## config.mk

```make
export PLATFORM = sky130hd
export DESIGN_NAME = ring_rr_arbiter
export DESIGN_NICKNAME = d
export VERILOG_FILES = /design/src/rtl/ring_rr_arbiter_pkg.sv /design/src/rtl/ring_rr_arbiter_rr_pick.sv /design/src/rtl/ring_rr_arbiter.sv
export SDC_FILE = /design/constraint.sdc
export NUM_CORES = 1
export LEC_CHECK = 0
export BUFFER_PORTS_ARGS = -buffer_cell sky130_fd_sc_hd__clkbuf_2
export CAP_MARGIN = 20
export CORE_MARGIN = 4
export CORE_UTILIZATION = 50
export CTS_CLUSTER_SIZE = 8
export DETAILED_ROUTE_END_ITERATION = 7
export PLACE_DENSITY = 0.71
export SLEW_MARGIN = 20
export SYNTH_ARGS = -nofsm -noshare
export SYNTH_HDL_FRONTEND = slang
export SYNTH_SLANG_ARGS = --single-unit
```

## constraint.sdc

```tcl
create_clock -name clk -period 3.5 [get_ports clk]
set_input_delay 0.175 -clock clk [delete_from_list [all_inputs] [get_ports clk]]
set_output_delay 0.175 -clock clk [all_outputs]
set_load 0.05 [all_outputs]
```

## src/rtl/ring_rr_arbiter_pkg.sv

```systemverilog
// Shared types and constants for the ring round-robin arbiter.
// Build option: ARB_TIMEOUT_EN enables owner preemption after MAX_HOLD cycles.
package ring_rr_arbiter_pkg;

    typedef enum logic {
        IDLE = 1'b0,
        OWN  = 1'b1
    } arb_state_t;

    // Reset value of the one-hot priority pointer: requester 0 first.
    localparam int PTR_RESET = 1;

    // Index width for an N-requester arbiter (IDW = clog2(N)).
    function automatic int id_width(input int n);
        return (n > 1) ? $clog2(n) : 1;
    endfunction

endpackage

```

## src/rtl/ring_rr_arbiter_rr_pick.sv

```systemverilog
// Combinational rotating-priority select: first set bit of req & ~excl,
// scanning upward from the one-hot ptr position with wrap.
module rr_pick
    import ring_rr_arbiter_pkg::*;
#(
    parameter int N   = 4,
    parameter int IDW = 2
) (
    input  logic [N-1:0]   req,
    input  logic [N-1:0]   ptr,
    input  logic [N-1:0]   excl,
    output logic [N-1:0]   win,
    output logic [IDW-1:0] win_id
);

    always_comb begin : p_pick
        logic [N-1:0] cand;
        logic         found;
        int           idx;
        // NOTE: every variable gets a default before the loops so no path leaves it unassigned (no latch).
        cand   = req & ~excl;
        found  = 1'b0;
        idx    = 0;
        win    = '0;
        win_id = '0;
        for (int s = 0; s < N; s++) begin
            if (ptr[s]) begin
                for (int k = 0; k < N; k++) begin
                    idx = (s + k) % N;
                    if (!found && cand[idx]) begin
                        found    = 1'b1;
                        win[idx] = 1'b1;
                        win_id   = IDW'(idx);
                    end
                end
            end
        end
    end

endmodule

```

## src/rtl/ring_rr_arbiter.sv

```systemverilog
// Round-robin arbiter with a one-hot rotating priority pointer and registered grant.
// Build option: define ARB_TIMEOUT_EN to preempt owners after MAX_HOLD cycles.
module ring_rr_arbiter
    import ring_rr_arbiter_pkg::*;
#(
    parameter int N        = 4,
    parameter int MAX_HOLD = 8
) (
    input  logic                   clk,
    input  logic                   reset,
    input  logic [N-1:0]           req,
    output logic [N-1:0]           gnt,
    output logic [id_width(N)-1:0] gnt_id,
    output logic                   busy,
    output logic                   timeout
);

    localparam int IDW = id_width(N);

    if (N < 2 || N > 16 || MAX_HOLD < 1) begin : g_bad_params
        $error("ring_rr_arbiter: N must be 2..16 and MAX_HOLD >= 1");
    end

    arb_state_t     state, state_d;
    logic [N-1:0]   ptr, ptr_d, gnt_d;
    logic [IDW-1:0] gnt_id_d;
    logic [N-1:0]   past_owner, pick_ptr, pick_excl, pick_win;
    logic [IDW-1:0] pick_id;
    logic           handoff, expire;

    assign past_owner = {gnt[N-2:0], gnt[N-1]};

    // While owning, the next winner is scanned from just past the owner and never re-selects it.
    assign pick_ptr  = (state == OWN) ? past_owner : ptr;
    assign pick_excl = (state == OWN) ? gnt : '0;

    rr_pick #(.N(N), .IDW(IDW)) u_pick (
        .req    (req),
        .ptr    (pick_ptr),
        .excl   (pick_excl),
        .win    (pick_win),
        .win_id (pick_id)
    );

    assign handoff = (state == OWN) && (!req[gnt_id] || expire);

`ifdef ARB_TIMEOUT_EN
    localparam int HCW = $clog2(MAX_HOLD) + 1;
    logic [HCW-1:0] hold_cnt, hold_d;
    logic           timeout_q;

    assign expire = (state == OWN) && req[gnt_id] && (hold_cnt == HCW'(MAX_HOLD - 1));

    always_comb begin
        hold_d = '0;
        if (state == OWN && !handoff) hold_d = hold_cnt + 1'b1;
    end

    always_ff @(posedge clk) begin
        if (reset) begin
            hold_cnt  <= '0;
            timeout_q <= 1'b0;
        end else begin
            hold_cnt  <= hold_d;
            timeout_q <= expire;
        end
    end

    assign timeout = timeout_q;
`else
    assign expire  = 1'b0;
    assign timeout = 1'b0;
`endif

    always_comb begin
        state_d  = state;
        ptr_d    = ptr;
        gnt_d    = gnt;
        gnt_id_d = gnt_id;
        unique case (state)
            IDLE: begin
                if (|req) begin
                    gnt_d    = pick_win;
                    gnt_id_d = pick_id;
                    state_d  = OWN;
                end
            end
            OWN: begin
                if (handoff) begin
                    ptr_d    = past_owner;
                    gnt_d    = pick_win;
                    gnt_id_d = pick_id;
                    state_d  = (|pick_win) ? OWN : IDLE;
                end
            end
            default: state_d = IDLE;
        endcase
    end

    // NOTE: sequential state uses non-blocking assignments so all registers update together.
    always_ff @(posedge clk) begin
        if (reset) begin
            state  <= IDLE;
            ptr    <= N'(PTR_RESET);
            gnt    <= '0;
            gnt_id <= '0;
        end else begin
            state  <= state_d;
            ptr    <= ptr_d;
            gnt    <= gnt_d;
            gnt_id <= gnt_id_d;
        end
    end

    assign busy = |gnt;

endmodule
```

# Word-level counts from Yosys, hierarchy flattened
# Cells that the tools add are included.
[classes] magnitude_cmp=1 eq_ne=2 bitwise_logic=3 reduce_logical=37 mux=82
[op_table] operator="$mux W1" n=50
[op_table] operator="$mux W2" n=20
[op_table] operator="$mux W4" n=8
[op_table] operator="$logic_and A1 B1 Y1" n=16
[op_table] operator="$logic_not A1 Y1" n=16
[op_table] operator="$reduce_or A4 Y1" n=3
[op_table] operator="$pmux W4 S2" n=1
[op_table] operator="$and A4 B4 Y4" n=1
[op_table] operator="$not A4 Y4" n=1
[op_table] operator="$pmux W2 S2" n=1
[op_table] operator="$reduce_and A2 Y1" n=2
[op_table] operator="$lt A2 B3 Y1 const B" n=1
[op_table] operator="$bmux W1 S2" n=1
[op_table] operator="$ne A2 B1 Y1 const B" n=1
[op_table] operator="$ne A2 B2 Y1 const B" n=1
[op_table] operator="$pmux W1 S2" n=1
[op_table] operator="$not A1 Y1" n=1
[totals] word_cells=129 out_inout_bits=8 register_bits=11

# Logic depth before layout (Yosys ltp)
# Gate-level depths: netlist (run 1).
[logic_depth] depth_word=69 ltp_mapped=9 ltp_nobuf=7

# By module
# From an unflattened synthesis (run 1), not the netlist that was laid out.
[unflattened] cells_unflattened=100 area_unflattened_um2=887.1
[by_module_without_submodules] mod="ring_rr_arbiter" cells_each=65 n_inst=1 area_each_um2=650.6
[by_module_without_submodules] mod="rr_pick" cells_each=35 n_inst=1 area_each_um2=236.5

# Worst setup path before layout (run 1)
# Ideal clock, no wire load.
[synth_timing] kind="flip-flop to flip-flop" startpoint="register gnt[0]" endpoint="register state" arrival_time_ps=2003 stages_incl_launch_ff=7 path_buffers=0 synth_period_minus_slack_ps=2083 required_ps=3420 setup_slack_ps=1417 setup_time_ps=80 path_cell_list="dfxtp_1 a22oi_1 o32ai_2 a41oi_2 a21oi_2 nor3_1 a211oi_2"
[synth_via] elab_chain_cells=69
[synth_lines] element="start, declared" line="ring_rr_arbiter.sv:12" text="output logic [N-1:0] gnt,"
[synth_lines] element="start signal, assigned" line="ring_rr_arbiter.sv:110" text="gnt <= gnt_d;"
[synth_lines] element="$mux W4" line="ring_rr_arbiter.sv:35" text="assign pick_excl = (state == OWN) ? gnt : '0;"
[synth_lines] element="$not A4 Y4" line="ring_rr_arbiter_rr_pick.sv:21" text="cand = req & ~excl;"
[synth_lines] element="$and A4 B4 Y4" line="ring_rr_arbiter_rr_pick.sv:21"
[synth_lines] element="$mux W1" line="ring_rr_arbiter_rr_pick.sv:30" text="if (!found && cand[idx]) begin"
[synth_lines] element="$mux W1" line="ring_rr_arbiter_rr_pick.sv:27" text="if (ptr[s]) begin"
[synth_lines] element="$logic_not A1 Y1" line="ring_rr_arbiter_rr_pick.sv:30"
[synth_lines] element="$logic_and A1 B1 Y1" line="ring_rr_arbiter_rr_pick.sv:30"
[synth_lines] element="$mux W1" line="ring_rr_arbiter_rr_pick.sv:30"
[synth_lines] element="[53 not listed]"
[synth_lines] element="$logic_not A1 Y1" line="ring_rr_arbiter_rr_pick.sv:30"
[synth_lines] element="$logic_and A1 B1 Y1" line="ring_rr_arbiter_rr_pick.sv:30"
[synth_lines] element="$mux W1" line="ring_rr_arbiter_rr_pick.sv:30"
[synth_lines] element="$mux W4 *" line="ring_rr_arbiter_rr_pick.sv:27"
[synth_lines] element="$reduce_or A4 Y1 *" line="ring_rr_arbiter.sv:93" text="state_d = (|pick_win) ? OWN : IDLE;"
[synth_lines] element="$mux W1 *" line="ring_rr_arbiter.sv:93"
[synth_lines] element="$mux W1 *" line="ring_rr_arbiter.sv:89" text="if (handoff) begin"
[synth_lines] element="$pmux W1 S2 *" line="ring_rr_arbiter.sv:80" text="unique case (state)"
[synth_lines] element="end signal, assigned" line="ring_rr_arbiter.sv:108" text="state <= state_d;"
[synth_lines] element="end, declared" line="ring_rr_arbiter.sv:24" text="arb_state_t state, state_d;"
# Mark *: on every way between the ends. The rest lies on a longest branch, timed or not. The select of a mux whose other input is x is not followed.
# A chain may end at the register's enable or synchronous reset.

# Worst setup path in the final report (run 1)
[layout_timing] startpoint="register state" endpoint="register state"
[layout_via] elab_chain_cells=69
[layout_lines] element="$mux W4" line="ring_rr_arbiter.sv:35"
[layout_lines] element="$not A4 Y4" line="ring_rr_arbiter_rr_pick.sv:21"
[layout_lines] element="$and A4 B4 Y4" line="ring_rr_arbiter_rr_pick.sv:21"
[layout_lines] element="$mux W1" line="ring_rr_arbiter_rr_pick.sv:30"
[layout_lines] element="$mux W1" line="ring_rr_arbiter_rr_pick.sv:27"
[layout_lines] element="$logic_not A1 Y1" line="ring_rr_arbiter_rr_pick.sv:30"
[layout_lines] element="$logic_and A1 B1 Y1" line="ring_rr_arbiter_rr_pick.sv:30"
[layout_lines] element="$mux W1" line="ring_rr_arbiter_rr_pick.sv:30"
[layout_lines] element="[53 not listed]"
[layout_lines] element="$logic_not A1 Y1" line="ring_rr_arbiter_rr_pick.sv:30"
[layout_lines] element="$logic_and A1 B1 Y1" line="ring_rr_arbiter_rr_pick.sv:30"
[layout_lines] element="$mux W1" line="ring_rr_arbiter_rr_pick.sv:30"
[layout_lines] element="$mux W4" line="ring_rr_arbiter_rr_pick.sv:27"
[layout_lines] element="$reduce_or A4 Y1" line="ring_rr_arbiter.sv:93"
[layout_lines] element="$mux W1" line="ring_rr_arbiter.sv:93"
[layout_lines] element="$mux W1" line="ring_rr_arbiter.sv:89"
[layout_lines] element="$pmux W1 S2 *" line="ring_rr_arbiter.sv:80"
# Marks and branches as above.

==> results.ini, run 1 <==
[outcome]
outcome = finished clean

[synthesis]
ff_latch_count_synth = 11
sequential_fraction_of_the_synthesis_area_pct = 23.3
syn-cell-area_um2 = 945
netlist-cell-type-count = 43
yosys.area.top_type = sky130_fd_sc_hd__dfxtp_1
synthDominantCellAreaShare_pct = 23.3
postSynthAreaPerCell_um2 = 8.36
postSynthCellCount = 113
synth.top_cells.by_area = sky130_fd_sc_hd__dfxtp_1 23%, sky130_fd_sc_hd__mux2i_1 5.3%, sky130_fd_sc_hd__nor2_1 5.2%, sky130_fd_sc_hd__a21oi_1 4.8%, sky130_fd_sc_hd__a21oi_2 3.7%
ys.warnings.count = 0
syn_nets = 119

[critical_path]
timing.critical_path.to_type = flip-flop
worst_setup_path_start_kind = flip-flop
timing.critical_path.slowest_stage_cell = sky130_fd_sc_hd__dfxtp_1
critical_path.n_buffers_inverters = 0
critical_path_required_ps = 3690
max_stage_delay_ps = 790
critical_path.top_delay_family = compound AO/OA/AOI/OAI gates
library_cell_appearing_most_often_on_the_critical_path = sky130_fd_sc_hd__nor3_1
endpoint_arrival_time_on_the_critical_path_ps = 2720
path_max_fanout = 21
timing.setup.critical_path_class = flip-flop to flip-flop
crit_chain = mux2i_2 > o21ai_1 > o32ai_2 > a31oi_2 > nor3_1 > nor3_1 > a211oi_2

[timing]
relSlewSlack_pct = 52.0
finalHoldViolations = 0
final.hold.worst_slack_ps = 239
final_skew_ps = 1.18
timing.fmax_mhz = 395
final.period_utilization_pct = 72.3
setup_viol = 0
worst_pin_slew_ps = 718
timing.final.crit_period_ps = 2530
drv_slew = 0
grt_setup_unrepaired = false
totalNegativeSetupSlack_ps = 0

[die]
core-area_um2 = 1760
design.die.area_um2 = 2650
die_width_um = 51.5
initial_utilization_pct = 53.5
die_height_um = 51.5
io-pin-count = 14
num_rows = 15

[layout]
final_net_count = 131
layout.core_utilization_pct = 58.1
drive_above_1_share_pct = 27.4
antenna_cells = 0
final_instance_area_um2 = 1020
fillers = 174
register_area_um2 = 220
area_delta_synth_final_pct = 8.48
area_of_the_multi_input_gates_um2 = 679

[clock_tree]
cts-htree-levels = 1
cts_post_setup_buffers_inserted = 0
cts_sinks = 11
clk_root_buffer_cell = sky130_fd_sc_hd__clkbuf_4
clock_latency_ps = 260
numCtsBuffers = 3
clk_pin_slew_worst_paths_ps = 60
cts.path.max_buffers = 2
post_cts.resized_instances = 0
tritoncts = yes
holdBufCountCts = 0

[placed_design]
hpwl_mm = 1.81
post_dp_cell_area_um2 = 998
port-buffer-count = 12
place_congestion = 0.979

[power_and_ir_drop]
power.static_leakage_nw = 0.392
power_density_nw_per_um2 = 401
worst_vdd_ir_mv = 0.343
total_power_uw = 411

[global_route]
grt_antenna_before_repair = 0
gr_overflow_total = 0
via_count_of_the_first_global_routing_pass = 852
grt_first_pass_wirelength_mm = 4.00
grt_use_total_pct = 19.6
grt_max_degree = 22

[routing]
final_antenna_net_count = 0
detail_route.wirelength_mm = 2.33
drt_pass1_iterations = 4
overall_via_count_from_detail_route = 916
route.detailed.drc = 0
wl_per_cell_um = 15.6
avgViaCountPerCell = 6.15
initial_detailed_routing_violation_count = 27

[hold_path]
hold_class = primary input to flip-flop

[job]
reported_max_cap_violation_count = 0

power breakdown:
| part | internal, mW | leakage (nW) | total (mW) | switching, mW |
|---|---|---|---|---|
| combinational | 0.0593 | 0.287 | 0.171 | 0.112 |
| sequential | 0.135 | 0.0900 | 0.157 | 0.0215 |
| clock | 0.0441 | 0.0150 | 0.0831 | 0.0390 |
| total | 0.239 | 0.392 | 0.411 | 0.173 |
worst reg2reg max path, cell delays in order, from the launching register on:
cell and delay [ps]:
sky130_fd_sc_hd__dfxtp_1 790, sky130_fd_sc_hd__mux2i_2 450, sky130_fd_sc_hd__o21ai_1 150, sky130_fd_sc_hd__o32ai_2 340, sky130_fd_sc_hd__a31oi_2 160, sky130_fd_sc_hd__nor3_1 250, sky130_fd_sc_hd__nor3_1 110, sky130_fd_sc_hd__a211oi_2 220
cells in the mapped netlist (all sizes together):
cell,n
nor2,14
a21oi,13
dfxtp,11
o21ai,9
nand2,8
mux2i,6
nand2b,5
nor3,4
o32ai,4
a21boi,3
buf,3
or4,3
a211oi,2
a21bo,2
a31oi,2
a41oi,2
clkbuf,2
inv,2
nand3,2
o22ai,2
o31ai,2
a211o,1
a22oi,1
a311oi,1
and2,1
and2b,1
conb,1
mux2,1
mux4,1
nor2b,1
nor4,1
o21bai,1
or3,1
layer usage:
layer | global-route usage [%] | part of all wire, % | vias to the layer above | wire length, µm
li1 | - | - | 454 | -
met1 | 27.3 | 45 | 424 | 1060
met2 | 30.7 | 48 | 34 | 1110
met3 | 2.33 | 6.0 | 4 | 139
met4 | 7.42 | 0.95 | 0 | 22
met5 | 0 | 0 | - | 0
cell families after synthesis:
| kind of cell | after synthesis | share of synthesized area, % |
|---|---|---|
| compound gates | 45 | 38.8 |
| buf+inv | 7 | 4.77 |
| flops | 11 | 23.3 |
| mux | 8 | 10.7 |
| other cells | 1 | 0.397 |
| simple gates | 41 | 22.0 |
flip-flops by register name, summed over array words and instances, names as in the netlist:
register	cells
gnt	4
ptr	4
gnt_id	2
state	1
worst paths after layout:
check         start      to  slack, ps  cells after the start
max           state   state        970                      7
min reg2reg  ptr[2]  ptr[2]        520                      2
max reg2reg   state   state        970                      7
min           reset  gnt[0]        240                      2
area by class of cell:
class,count,share of cell area [%]
multi-input cells,95,66.3
flip-flops and latches,11,21.5
repair buffers,12,5.86
well taps,25,3.05
clock buffers,4,2.56
inverters,2,0.733
placed cells by master, fill, tap and decap left out, types with 2 or more instances in the layout:
master	synthesis	final
sky130_fd_sc_hd__or4_1	3	3
sky130_fd_sc_hd__a211oi_2	2	2
sky130_fd_sc_hd__nand2b_1	5	5
sky130_fd_sc_hd__nand3_1	2	2
sky130_fd_sc_hd__nor3_1	4	4
sky130_fd_sc_hd__a41oi_2	2	2
sky130_fd_sc_hd__o21ai_1	2	2
sky130_fd_sc_hd__o32ai_1	3	3
sky130_fd_sc_hd__clkbuf_2	0	12
sky130_fd_sc_hd__o31ai_1	2	2
sky130_fd_sc_hd__a21oi_1	9	9
sky130_fd_sc_hd__o22ai_1	2	2
sky130_fd_sc_hd__dfxtp_1	11	11
sky130_fd_sc_hd__clkbuf_4	0	3
sky130_fd_sc_hd__a21bo_4	2	2
sky130_fd_sc_hd__nand2_1	8	8
sky130_fd_sc_hd__inv_1	2	2
sky130_fd_sc_hd__o21ai_0	6	6
sky130_fd_sc_hd__nor2_1	13	13
sky130_fd_sc_hd__mux2i_1	5	5
sky130_fd_sc_hd__a21oi_2	4	4
per-stage QoR:
stage               worst slack, ps  cells
finish                          970    149
floorplan                      1420    113
global placement               1030    145
CTS                             999    149
detailed placement             1010    145
global route                    769    149
Note: power is estimated with default switching activity, not from simulation.
==> run 2: changes to the inputs <==
- clock period: 3.5 -> 2.6 ns (I/O delays scaled with it)
==> run 2 against run 1 <==
  * First-iteration DRC count up 22%
  * Wire length increased by 1.2%
  * Clock-buffer cell count unchanged
  * Non-clock buffer count rose by 4
  * Critical path depth is the same
  * Die area unchanged
  * Combinational power is 43% higher
  * Register-to-register slack worse by 680 ps
  * Clock power rose by 34%
  * Hold slack got worse by 36 ps
  * Largest cell class unchanged
  * Highest routed layer unchanged
==> results.ini, run 2 (same netlist as run 1, synthesis figures left out) <==
[layout]
final_net_count = 135
layout.cells.most_common_list = 13 x sky130_fd_sc_hd__nor2_1, 12 x sky130_fd_sc_hd__clkbuf_2, 11 x sky130_fd_sc_hd__dfxtp_1, 9 x sky130_fd_sc_hd__a21oi_1, 8 x sky130_fd_sc_hd__nand2_1
layout_commonest_cell = sky130_fd_sc_hd__nor2_1
area_delta_synth_final_pct = 11.7
drive_above_1_share_pct = 29.7
fillers = 179
biggestRegsByFlops = gnt: 4 flops, ptr: 4 flops, gnt_id: 2 flops
antenna_cells = 0
final_cells = 153

[power_and_ir_drop]
p_int_uw = 330
power.sequential.fraction_pct = 37.0
power.combinational.fraction_pct = 43.3
p_sw_share_pct = 41.6
total_power_uw = 565
total_switching_power_uw = 235
worst_vdd_ir_mv = 0.427
clock_power_share_pct = 19.7
power.static_leakage_nw = 0.411
power_density_nw_per_um2 = 536

[timing]
worst_pin_slew_ps = 582
grt_setup_unrepaired = false
timing.fmax_mhz = 432
timing.final.crit_period_ps = 2310
final.hold.worst_slack_ps = 203
final_skew_ps = 1.33
drv_slew = 0
final.period_utilization_pct = 89.0
setup_viol = 0
finalHoldViolations = 0
relSlewSlack_pct = 61.2
totalNegativeSetupSlack_ps = 0

[outcome]
outcome = finished clean

[clock_tree]
numCtsBuffers = 3
cts.path.max_buffers = 2
clk_root_buffer_cell = sky130_fd_sc_hd__clkbuf_4
cts_sinks = 11
tritoncts = yes
cts-htree-levels = 1
post_cts.resized_instances = 0
cts_post_setup_buffers_inserted = 0
clock_latency_ps = 260
clk_pin_slew_worst_paths_ps = 70
holdBufCountCts = 0

[critical_path]
critical_path_required_ps = 2740
path_max_fanout = 15
worst_setup_path_start_kind = flip-flop
endpoint_arrival_time_on_the_critical_path_ps = 2460
timing.critical_path.to_type = flip-flop
timing.setup.critical_path_class = flip-flop to flip-flop

[routing]
avgViaCountPerCell = 6.18
met2_wirelength_mm = 1.10
final_antenna_net_count = 0
length_of_routed_met3_wiring_um = 142
drt_pass1_iterations = 4
route.detailed.drc = 0
detail_route.wirelength_mm = 2.35
overall_via_count_from_detail_route = 945
top_signal_layer_used = met4
route.layer.met1.wl_mm = 1.09
initial_detailed_routing_violation_count = 33
wl_per_cell_um = 15.4

[global_route]
grt_max_degree = 16
via_count_of_the_first_global_routing_pass = 881
gr_overflow_total = 0
grt_use_total_pct = 20.2
grt_first_pass_wirelength_mm = 4.13
grt_antenna_before_repair = 0

[placed_design]
hpwl_mm = 1.85
dpl.cell_count = 149
place_congestion = 0.953
port-buffer-count = 12

[die]
num_rows = 15
die_height_um = 51.5
die_width_um = 51.5
design.die.area_um2 = 2650
io-pin-count = 14
initial_utilization_pct = 53.5
core-area_um2 = 1760

[hold_path]
hold_class = primary input to flip-flop

[job]
reported_max_cap_violation_count = 0

[run 2: final timing paths]
kind / endpoint / from / depth (start not counted) / slack (ps)
worst min-delay path: gnt[0] / reset / 2 / 200
worst min register to register: ptr[3] / ptr[3] / 2 / 520
worst max register to register: state / state / 7 / 290
worst max-delay path: state / state / 7 / 290
[run 2: layout make-up]
| type | instances | area, µm² | share of cell area (%) |
|---|---|---|---|
| Multi-Input combinational cell | 95 | 679 | 64.4 |
| Sequential cell | 11 | 220 | 20.9 |
| Timing Repair Buffer | 16 | 90.1 | 8.54 |
| Tap cell | 25 | 31.3 | 2.97 |
| Clock buffer | 4 | 26.3 | 2.49 |
| Inverter | 2 | 7.51 | 0.712 |
[run 2: through the flow]
step           instance area, µm²  setup slack, ps  utilization, %
6_report                     1050              286            59.8
5_1_grt                      1050              124            59.8
4_1_cts                      1050              291            59.8
3_5_place_dp                 1030              287            58.3
3_3_place_gp                 1030              318            58.3
2_1_floorplan                 945              517               -
[run 2: worst max-delay path, cell delays in order, from the launching register on]
cell                       delay (ps)
sky130_fd_sc_hd__dfxtp_1          690
sky130_fd_sc_hd__and2b_1          260
sky130_fd_sc_hd__a22oi_1          350
sky130_fd_sc_hd__o32ai_2          190
sky130_fd_sc_hd__a41oi_2          260
sky130_fd_sc_hd__a21oi_2          100
sky130_fd_sc_hd__nor3_1           250
sky130_fd_sc_hd__a211oi_2         100
[run 2: power by group through the flow]
stage	logic, mW	registers (mW)	clock network, mW
2_1_floorplan	0.173	0.231	0
3_3_place_gp	0.242	0.213	0
3_5_place_dp	0.241	0.213	0
4_1_cts	0.242	0.209	0.119
5_1_grt	0.266	0.212	0.126
6_report	0.245	0.209	0.111
[run 2: routing by layer]
| layer | vias to the layer above | GRT usage (%) |
|---|---|---|
| met5 | - | 0 |
| met2 | 39 | 33.1 |
| met3 | 6 | 1.75 |
| met1 | 439 | 27.2 |
| met4 | 0 | 7.42 |
| li1 | 461 | - |
